===== src/rtl/mips_muldiv_pkg.sv =====
// Shared op codes, state type and sign helpers for the MIPS HI/LO multiply/divide unit.
package mips_muldiv_pkg;

  // Widest vector the sign helper handles; the full product is 2*WIDTH bits.
  localparam int MD_MAX_W = 128;

  typedef enum logic [2:0] {
    MD_MULT  = 3'd0,
    MD_MULTU = 3'd1,
    MD_DIV   = 3'd2,
    MD_DIVU  = 3'd3,
    MD_MTHI  = 3'd4,
    MD_MTLO  = 3'd5
  } md_op_e;

  typedef enum logic [1:0] {
    IDLE = 2'd0,
    CALC = 2'd1,
    FIX  = 2'd2
  } md_state_e;

  // Two's-complement negate when requested. Absolute value is condNeg(x, sign(x)).
  function automatic logic [MD_MAX_W-1:0] condNeg(input logic [MD_MAX_W-1:0] value,
                                                  input logic               negate);
    return negate ? (~value + MD_MAX_W'(1)) : value;
  endfunction

  function automatic logic isSignedOp(input logic [2:0] opCode);
    return (opCode == MD_MULT) || (opCode == MD_DIV);
  endfunction

  function automatic logic isMulDivOp(input logic [2:0] opCode);
    return (opCode == MD_MULT) || (opCode == MD_MULTU) ||
           (opCode == MD_DIV)  || (opCode == MD_DIVU);
  endfunction

endpackage


===== src/rtl/mips_muldiv_unit_iter_step.sv =====
// One radix-2^BITS_PER_CYCLE step: shift-add multiply or restoring divide on magnitudes.
module muldiv_iter_step
  import mips_muldiv_pkg::*;
#(
  parameter int WIDTH          = 32,
  parameter int BITS_PER_CYCLE = 1
) (
  input  logic             i_isDiv,
  input  logic [WIDTH-1:0] i_hiAcc,
  input  logic [WIDTH-1:0] i_loAcc,
  input  logic [WIDTH-1:0] i_operand,
  output logic [WIDTH-1:0] o_hiAcc,
  output logic [WIDTH-1:0] o_loAcc
);

  logic [WIDTH-1:0] w_hi;
  logic [WIDTH-1:0] w_lo;
  logic [WIDTH-1:0] w_addend;
  logic [WIDTH:0]   w_sum;
  logic [WIDTH:0]   w_shift;

  // Mult keeps {partial product, multiplier} and shifts right; div keeps
  // {remainder, dividend/quotient} and shifts left, one bit per unrolled pass.
  always_comb begin
    w_hi     = i_hiAcc;
    w_lo     = i_loAcc;
    w_addend = '0;
    w_sum    = '0;
    w_shift  = '0;
    for (int k = 0; k < BITS_PER_CYCLE; k++) begin
      if (i_isDiv) begin
        w_shift = {w_hi, w_lo[WIDTH-1]};
        if (w_shift >= {1'b0, i_operand}) begin
          w_hi = w_shift[WIDTH-1:0] - i_operand;
          w_lo = {w_lo[WIDTH-2:0], 1'b1};
        end else begin
          w_hi = w_shift[WIDTH-1:0];
          w_lo = {w_lo[WIDTH-2:0], 1'b0};
        end
      end else begin
        w_addend = w_lo[0] ? i_operand : '0;
        w_sum    = {1'b0, w_hi} + {1'b0, w_addend};
        w_hi     = w_sum[WIDTH:1];
        w_lo     = {w_sum[0], w_lo[WIDTH-1:1]};
      end
    end
  end

  assign o_hiAcc = w_hi;
  assign o_loAcc = w_lo;

endmodule


===== src/rtl/mips_muldiv_unit.sv =====
// Iterative MIPS multiply/divide unit owning the HI/LO registers (MULT/MULTU/DIV/DIVU/MTHI/MTLO).
module mips_muldiv_unit
  import mips_muldiv_pkg::*;
#(
  parameter int WIDTH          = 32,
  parameter int BITS_PER_CYCLE = 1
) (
  input  logic             clk,
  input  logic             rst_b,
  input  logic             start,
  input  logic [2:0]       op,
  input  logic [WIDTH-1:0] op_a,
  input  logic [WIDTH-1:0] op_b,
  input  logic             hold,
  output logic             busy,
  output logic             done,
  output logic [WIDTH-1:0] hi,
  output logic [WIDTH-1:0] lo
);

  localparam int CW = $clog2(WIDTH + 1);
  localparam int PW = 2 * WIDTH;
  localparam logic [CW-1:0] CNT_STEP = CW'(BITS_PER_CYCLE);
  localparam logic [CW-1:0] CNT_LAST = CW'(WIDTH - BITS_PER_CYCLE);

  md_state_e        r_state;
  logic [CW-1:0]    r_count;
  logic             r_busy;
  logic             r_done;
  logic [WIDTH-1:0] r_hi;
  logic [WIDTH-1:0] r_lo;
  logic             r_isDiv;
  logic             r_negA;
  logic             r_negB;
  logic [WIDTH-1:0] r_rawA;
  logic [WIDTH-1:0] r_opB;
  logic [WIDTH-1:0] r_hiAcc;
  logic [WIDTH-1:0] r_loAcc;

  logic             w_signedOp;
  logic [WIDTH-1:0] w_absA;
  logic [WIDTH-1:0] w_absB;
  logic [WIDTH-1:0] w_stepHi;
  logic [WIDTH-1:0] w_stepLo;
  logic [PW-1:0]    w_prodFix;
  logic [WIDTH-1:0] w_quotFix;
  logic [WIDTH-1:0] w_remFix;
  logic [WIDTH-1:0] w_fixHi;
  logic [WIDTH-1:0] w_fixLo;

  assign w_signedOp = isSignedOp(op);
  assign w_absA = WIDTH'(condNeg(MD_MAX_W'(op_a), w_signedOp & op_a[WIDTH-1]));
  assign w_absB = WIDTH'(condNeg(MD_MAX_W'(op_b), w_signedOp & op_b[WIDTH-1]));

  muldiv_iter_step #(
    .WIDTH          (WIDTH),
    .BITS_PER_CYCLE (BITS_PER_CYCLE)
  ) u_step (
    .i_isDiv   (r_isDiv),
    .i_hiAcc   (r_hiAcc),
    .i_loAcc   (r_loAcc),
    .i_operand (r_opB),
    .o_hiAcc   (w_stepHi),
    .o_loAcc   (w_stepLo)
  );

  // Remainder follows the dividend's sign; quotient and product follow sign(a)^sign(b).
  assign w_prodFix = PW'(condNeg(MD_MAX_W'({r_hiAcc, r_loAcc}), r_negA ^ r_negB));
  assign w_quotFix = WIDTH'(condNeg(MD_MAX_W'(r_loAcc), r_negA ^ r_negB));
  assign w_remFix  = WIDTH'(condNeg(MD_MAX_W'(r_hiAcc), r_negA));

  always_comb begin
    w_fixHi = w_prodFix[PW-1:WIDTH];
    w_fixLo = w_prodFix[WIDTH-1:0];
    if (r_isDiv) begin
      if (r_opB == '0) begin
        w_fixHi = r_rawA;
        w_fixLo = '1;
      end else begin
        w_fixHi = w_remFix;
        w_fixLo = w_quotFix;
      end
    end
  end

  always_ff @(posedge clk or negedge rst_b) begin
    if (!rst_b) begin
      r_state <= IDLE;
      r_count <= '0;
      r_busy  <= 1'b0;
      r_done  <= 1'b0;
      r_hi    <= '0;
      r_lo    <= '0;
      r_isDiv <= 1'b0;
      r_negA  <= 1'b0;
      r_negB  <= 1'b0;
      r_rawA  <= '0;
      r_opB   <= '0;
      r_hiAcc <= '0;
      r_loAcc <= '0;
    end else begin
      r_done <= 1'b0;
      if (!hold) begin
        case (r_state)
          IDLE: begin
            if (start) begin
              if (op == MD_MTHI) begin
                r_hi <= op_a;
              end else if (op == MD_MTLO) begin
                r_lo <= op_a;
              end else if (isMulDivOp(op)) begin
                r_isDiv <= (op == MD_DIV) || (op == MD_DIVU);
                r_negA  <= w_signedOp & op_a[WIDTH-1];
                r_negB  <= w_signedOp & op_b[WIDTH-1];
                r_rawA  <= op_a;
                r_opB   <= w_absB;
                r_hiAcc <= '0;
                r_loAcc <= w_absA;
                r_count <= '0;
                r_busy  <= 1'b1;
                r_state <= CALC;
              end
            end
          end
          CALC: begin
            r_hiAcc <= w_stepHi;
            r_loAcc <= w_stepLo;
            r_count <= r_count + CNT_STEP;
            if (r_count == CNT_LAST) begin
              r_state <= FIX;
            end
          end
          FIX: begin
            r_hi    <= w_fixHi;
            r_lo    <= w_fixLo;
            r_done  <= 1'b1;
            r_busy  <= 1'b0;
            r_state <= IDLE;
          end
          default: begin
            r_busy  <= 1'b0;
            r_state <= IDLE;
          end
        endcase
      end
    end
  end

  assign busy = r_busy;
  assign done = r_done;
  assign hi   = r_hi;
  assign lo   = r_lo;

endmodule


===== config.mk =====
export PLATFORM = sky130hd
export DESIGN_NAME = mips_muldiv_unit
export DESIGN_NICKNAME = d
export VERILOG_FILES = /design/src/rtl/mips_muldiv_pkg.sv /design/src/rtl/mips_muldiv_unit_iter_step.sv /design/src/rtl/mips_muldiv_unit.sv
export SDC_FILE = /design/constraint.sdc
export NUM_CORES = 1
export LEC_CHECK = 0
export BUFFER_PORTS_ARGS = -buffer_cell sky130_fd_sc_hd__buf_2
export CAP_MARGIN = 10
export CORE_MARGIN = 4
export CORE_UTILIZATION = 45
export CTS_CLUSTER_DIAMETER = 200
export DETAILED_ROUTE_END_ITERATION = 16
export MAX_ROUTING_LAYER = met4
export PLACE_DENSITY_LB_ADDON = 0.15
export SLEW_MARGIN = 0
export SYNTH_ARGS = -nofsm -noshare
export SYNTH_HDL_FRONTEND = slang
export SYNTH_HIERARCHICAL = 1
export SYNTH_SLANG_ARGS = --single-unit

===== constraint.sdc =====
create_clock -name clk -period 5.5 [get_ports clk]
set_input_delay 0.55 -clock clk [delete_from_list [all_inputs] [get_ports clk]]
set_output_delay 0.55 -clock clk [all_outputs]
set_load 0.05 [all_outputs]

==> flow_summary.toml <==
[die]
die_area_um2 = 40800
die_h_um = 202
initial_core_util_pct = 45.9
num_rows = 70
die_w_um = 202
ioPinCount = 137
core_region_area_um2 = 36900

[timing]
timing.hold.ws_ns = 0.0678
finalCritPeriodShare_pct = 80.2
rsz0062_at_grt = "no"
fmax_mhz = 227
drv_slew = 0
setup_viol = 0
maxSlewHeadroom_pct = 11.6
fin_crit_ns = 4.41
hold_viol_final = 0
worstMarginPinSlew_ns = 1.32
fin_worst_skew_ns = 0.0124
setup_tns_ns = 0

[final_layout]
area_growth_pct = 11.0
drive_above_1_share_pct = 13.1
multi_input_area_um2 = 11100
seq_area_um2 = 5130
final_util_pct = 50.9
fill_cells = 3649
design_area_um2 = 18800
layout.nets = 2287

[clocking]
worstSkewPairLatency_ns = 0.54
htreeDepth = 1
numCtsBuffers = 25
cts_tree = "built"
postCtsResizedCells = 0
holdBufCountCts = 0
cts_setup_buffers = 0
ctsLongestPathBuffers = 3
cts-root-buf = "clkbuf_16"
cts.sinks = 205
clk_pin_slew_ns = 0.06

[synthesis]
synth.distinct_cells = 90
synth_area_um2 = 16900
ys_async_sr_fraction_pct = 100
synth_cells = 2093
synth_top_flop_cell = "dfrtp_1"
ys_ff_latch = 205
synth-edff-count = 0
yosysSeqAreaShare_pct = 30.3
syn_area_per_cell_um2 = 8.08
ys_warn_count = 6
syn-num-nets = 2235

[route]
wl_per_cell_um = 21.2
dr.pass1.iters = 7
num_vias = 16200
wirelength_um = 56500
drc = 0
first_iter_violations = 1242
ant_nets = 0
viasPerCell = 6.08

[worst_setup_path]
path_max_fanout = 11
cp_slowest_cell = "dfrtp_1"
crit_arrival_ns = 4.81
crit_chain = "ha_1, a211o_1, o31ai_1, o21a_1, o21ai_1, nand3_1, nand2_1, buf_4, nor2_1, nor2_1, a211oi_1, a21oi_1"
startpoint_type = "flop"
critical_path_class = "flop to flop"
crit_path_max_incr_delay_ns = 0.67
cp_common_cell = "nor2_1"
worstPathRequired_ns = 5.90
crit_buf_inv = 1
r2r_slack_ns = 1.09
crit_family = "compound AO/OA/AOI/OAI gates"
critPathCaptureType = "flop"

[global_route]
grt_pass1_wl_um = 88600
antenna_found_initial = 0
grt.total_usage_pct = 27.4
grt_overflow = 0
grt_pass1_vias = 15500
grt_max_degree = 111

[place]
post_dp_cell_area_um2 = 18000
globalplace.congestion = 0.947
dp_hpwl_um = 40800
io_buffers = 136

[power]
power_mw = 13.7
powerDensity_nw_per_um2 = 728
ir_drop_uv = 258
p_leak_nw = 8.34

[flow_run]
maxCapViolations = 0

[run_status]
status = "finished clean"

[worst_hold_path]
min-delay-path-class = "input pin to async pin"
final timing paths:
check,depth (start not counted),start,to
worst max-delay path,12,r_hiAcc[5],r_loAcc[0]
worst min-delay path,1,rst_b,lo[4]
worst max register to register,12,r_hiAcc[5],r_loAcc[0]
worst min register to register,2,lo[20],lo[20]
max in group asynchronous,2,rst_b,r_isDiv
min in group clk,3,op_b[31],r_opB[31]
per-stage QoR:
step / setup slack [ns] / instances
global placement: 1.17 / 2622
CTS: 1.11 / 2660
floorplan: 1.92 / 2093
global route: 0.842 / 2660
detailed placement: 1.12 / 2622
finish: 1.09 / 2662
power by group:
part	switching [mW]	leakage (nW)	internal, mW
combinational	5.26	5.36	3.53
clock	0.656	0.392	1.00
sequential	1.05	2.59	2.17
layer usage:
metal | wire, um | GRT usage, %
met1 | 25500 | 37.0
met2 | 26200 | 44.1
met3 | 3190 | 2.62
met4 | 1650 | 8.01
met5 | 0 | -
cells in the mapped netlist (4+ instances only):
library cell / count / area (um^2)
nor4_1: 33 / 206
and3_1: 10 / 62.6
nand4_1: 16 / 100
o22ai_1: 49 / 307
clkbuf_1: 114 / 428
buf_2: 10 / 50.1
o21ai_1: 7 / 35.0
nor3b_1: 5 / 37.5
nand4b_1: 5 / 43.8
mux2_2: 31 / 349
nor2b_1: 9 / 56.3
or2_2: 9 / 56.3
nor2_1: 137 / 514
o31ai_1: 19 / 143
inv_1: 69 / 259
nor3_1: 35 / 175
a31oi_1: 23 / 144
o21a_1: 15 / 113
nand3_1: 29 / 145
o211ai_1: 9 / 67.6
a221oi_1: 19 / 166
a22o_1: 34 / 298
dfrtp_1: 205 / 5130
mux2i_1: 24 / 240
or4_1: 14 / 105
nor4_2: 4 / 50.1
a21oi_1: 158 / 791
o221ai_1: 14 / 123
o41ai_1: 12 / 105
o32ai_1: 5 / 43.8
xor2_1: 84 / 736
a31o_2: 5 / 43.8
o21bai_1: 8 / 60.1
nand2b_1: 38 / 238
and2_1: 42 / 263
xnor2_1: 111 / 972
a21o_1: 37 / 278
o311a_1: 22 / 220
a211oi_1: 8 / 60.1
ha_1: 69 / 863
nand2_1: 255 / 957
o21ai_0: 176 / 881
buf_1: 9 / 33.8
or3_1: 30 / 188
logic make-up after synthesis:
kind of cell | after synthesis | share of synthesized area (%)
and+or+nand+nor | 695 | 20.4
AOI/OAI and AO/OA | 664 | 25.6
buffers and inverters | 208 | 4.82
DFF | 205 | 30.3
xor gates and xnor gates | 195 | 10.1
adders and majority gates | 71 | 5.34
muxes | 55 | 3.48
sequential cells by signal (all words and copies together), names as in the netlist:
register and flops:
hi 32, lo 32, r_hiAcc 32, r_loAcc 32, r_opB 32, r_rawA 32, r_count 6, r_state 2
busy 1, done 1, r_isDiv 1, r_negA 1, r_negB 1
cell type report:
class,instances,share of cell area (%)
Timing Repair Buffer,162,4.78
Antenna cell,2,0.0266
Clock buffer,31,3.61
Multi-Input combinational cell,1680,58.9
Sequential cell,205,27.3
Tap cell,504,3.36
Inverter,71,1.42
Clock inverter,7,0.606
cell usage in the layout, fill, tap and decap left out, types with 10 or more instances in the layout:
cell         n
nand2_1    254
dfrtp_1    204
o21ai_0    173
a21oi_1    158
nor2_1     135
buf_2      135
xnor2_1    110
xor2_1      83
inv_1       69
ha_1        69
o22ai_1     49
and2_1      42
nand2b_1    38
a21o_1      37
a22o_1      34
nor4_1      33
nor3_1      33
mux2_2      31
or3_1       30
nand3_1     29
clkbuf_16   25
buf_4       25
mux2i_1     24
a31oi_1     23
o311a_1     22
o31ai_1     19
a221oi_1    19
nand4_1     16
o21a_1      15
or4_1       14
o221ai_1    14
o41ai_1     12
and3_1      10
Note: power is estimated with default switching activity, not from simulation.
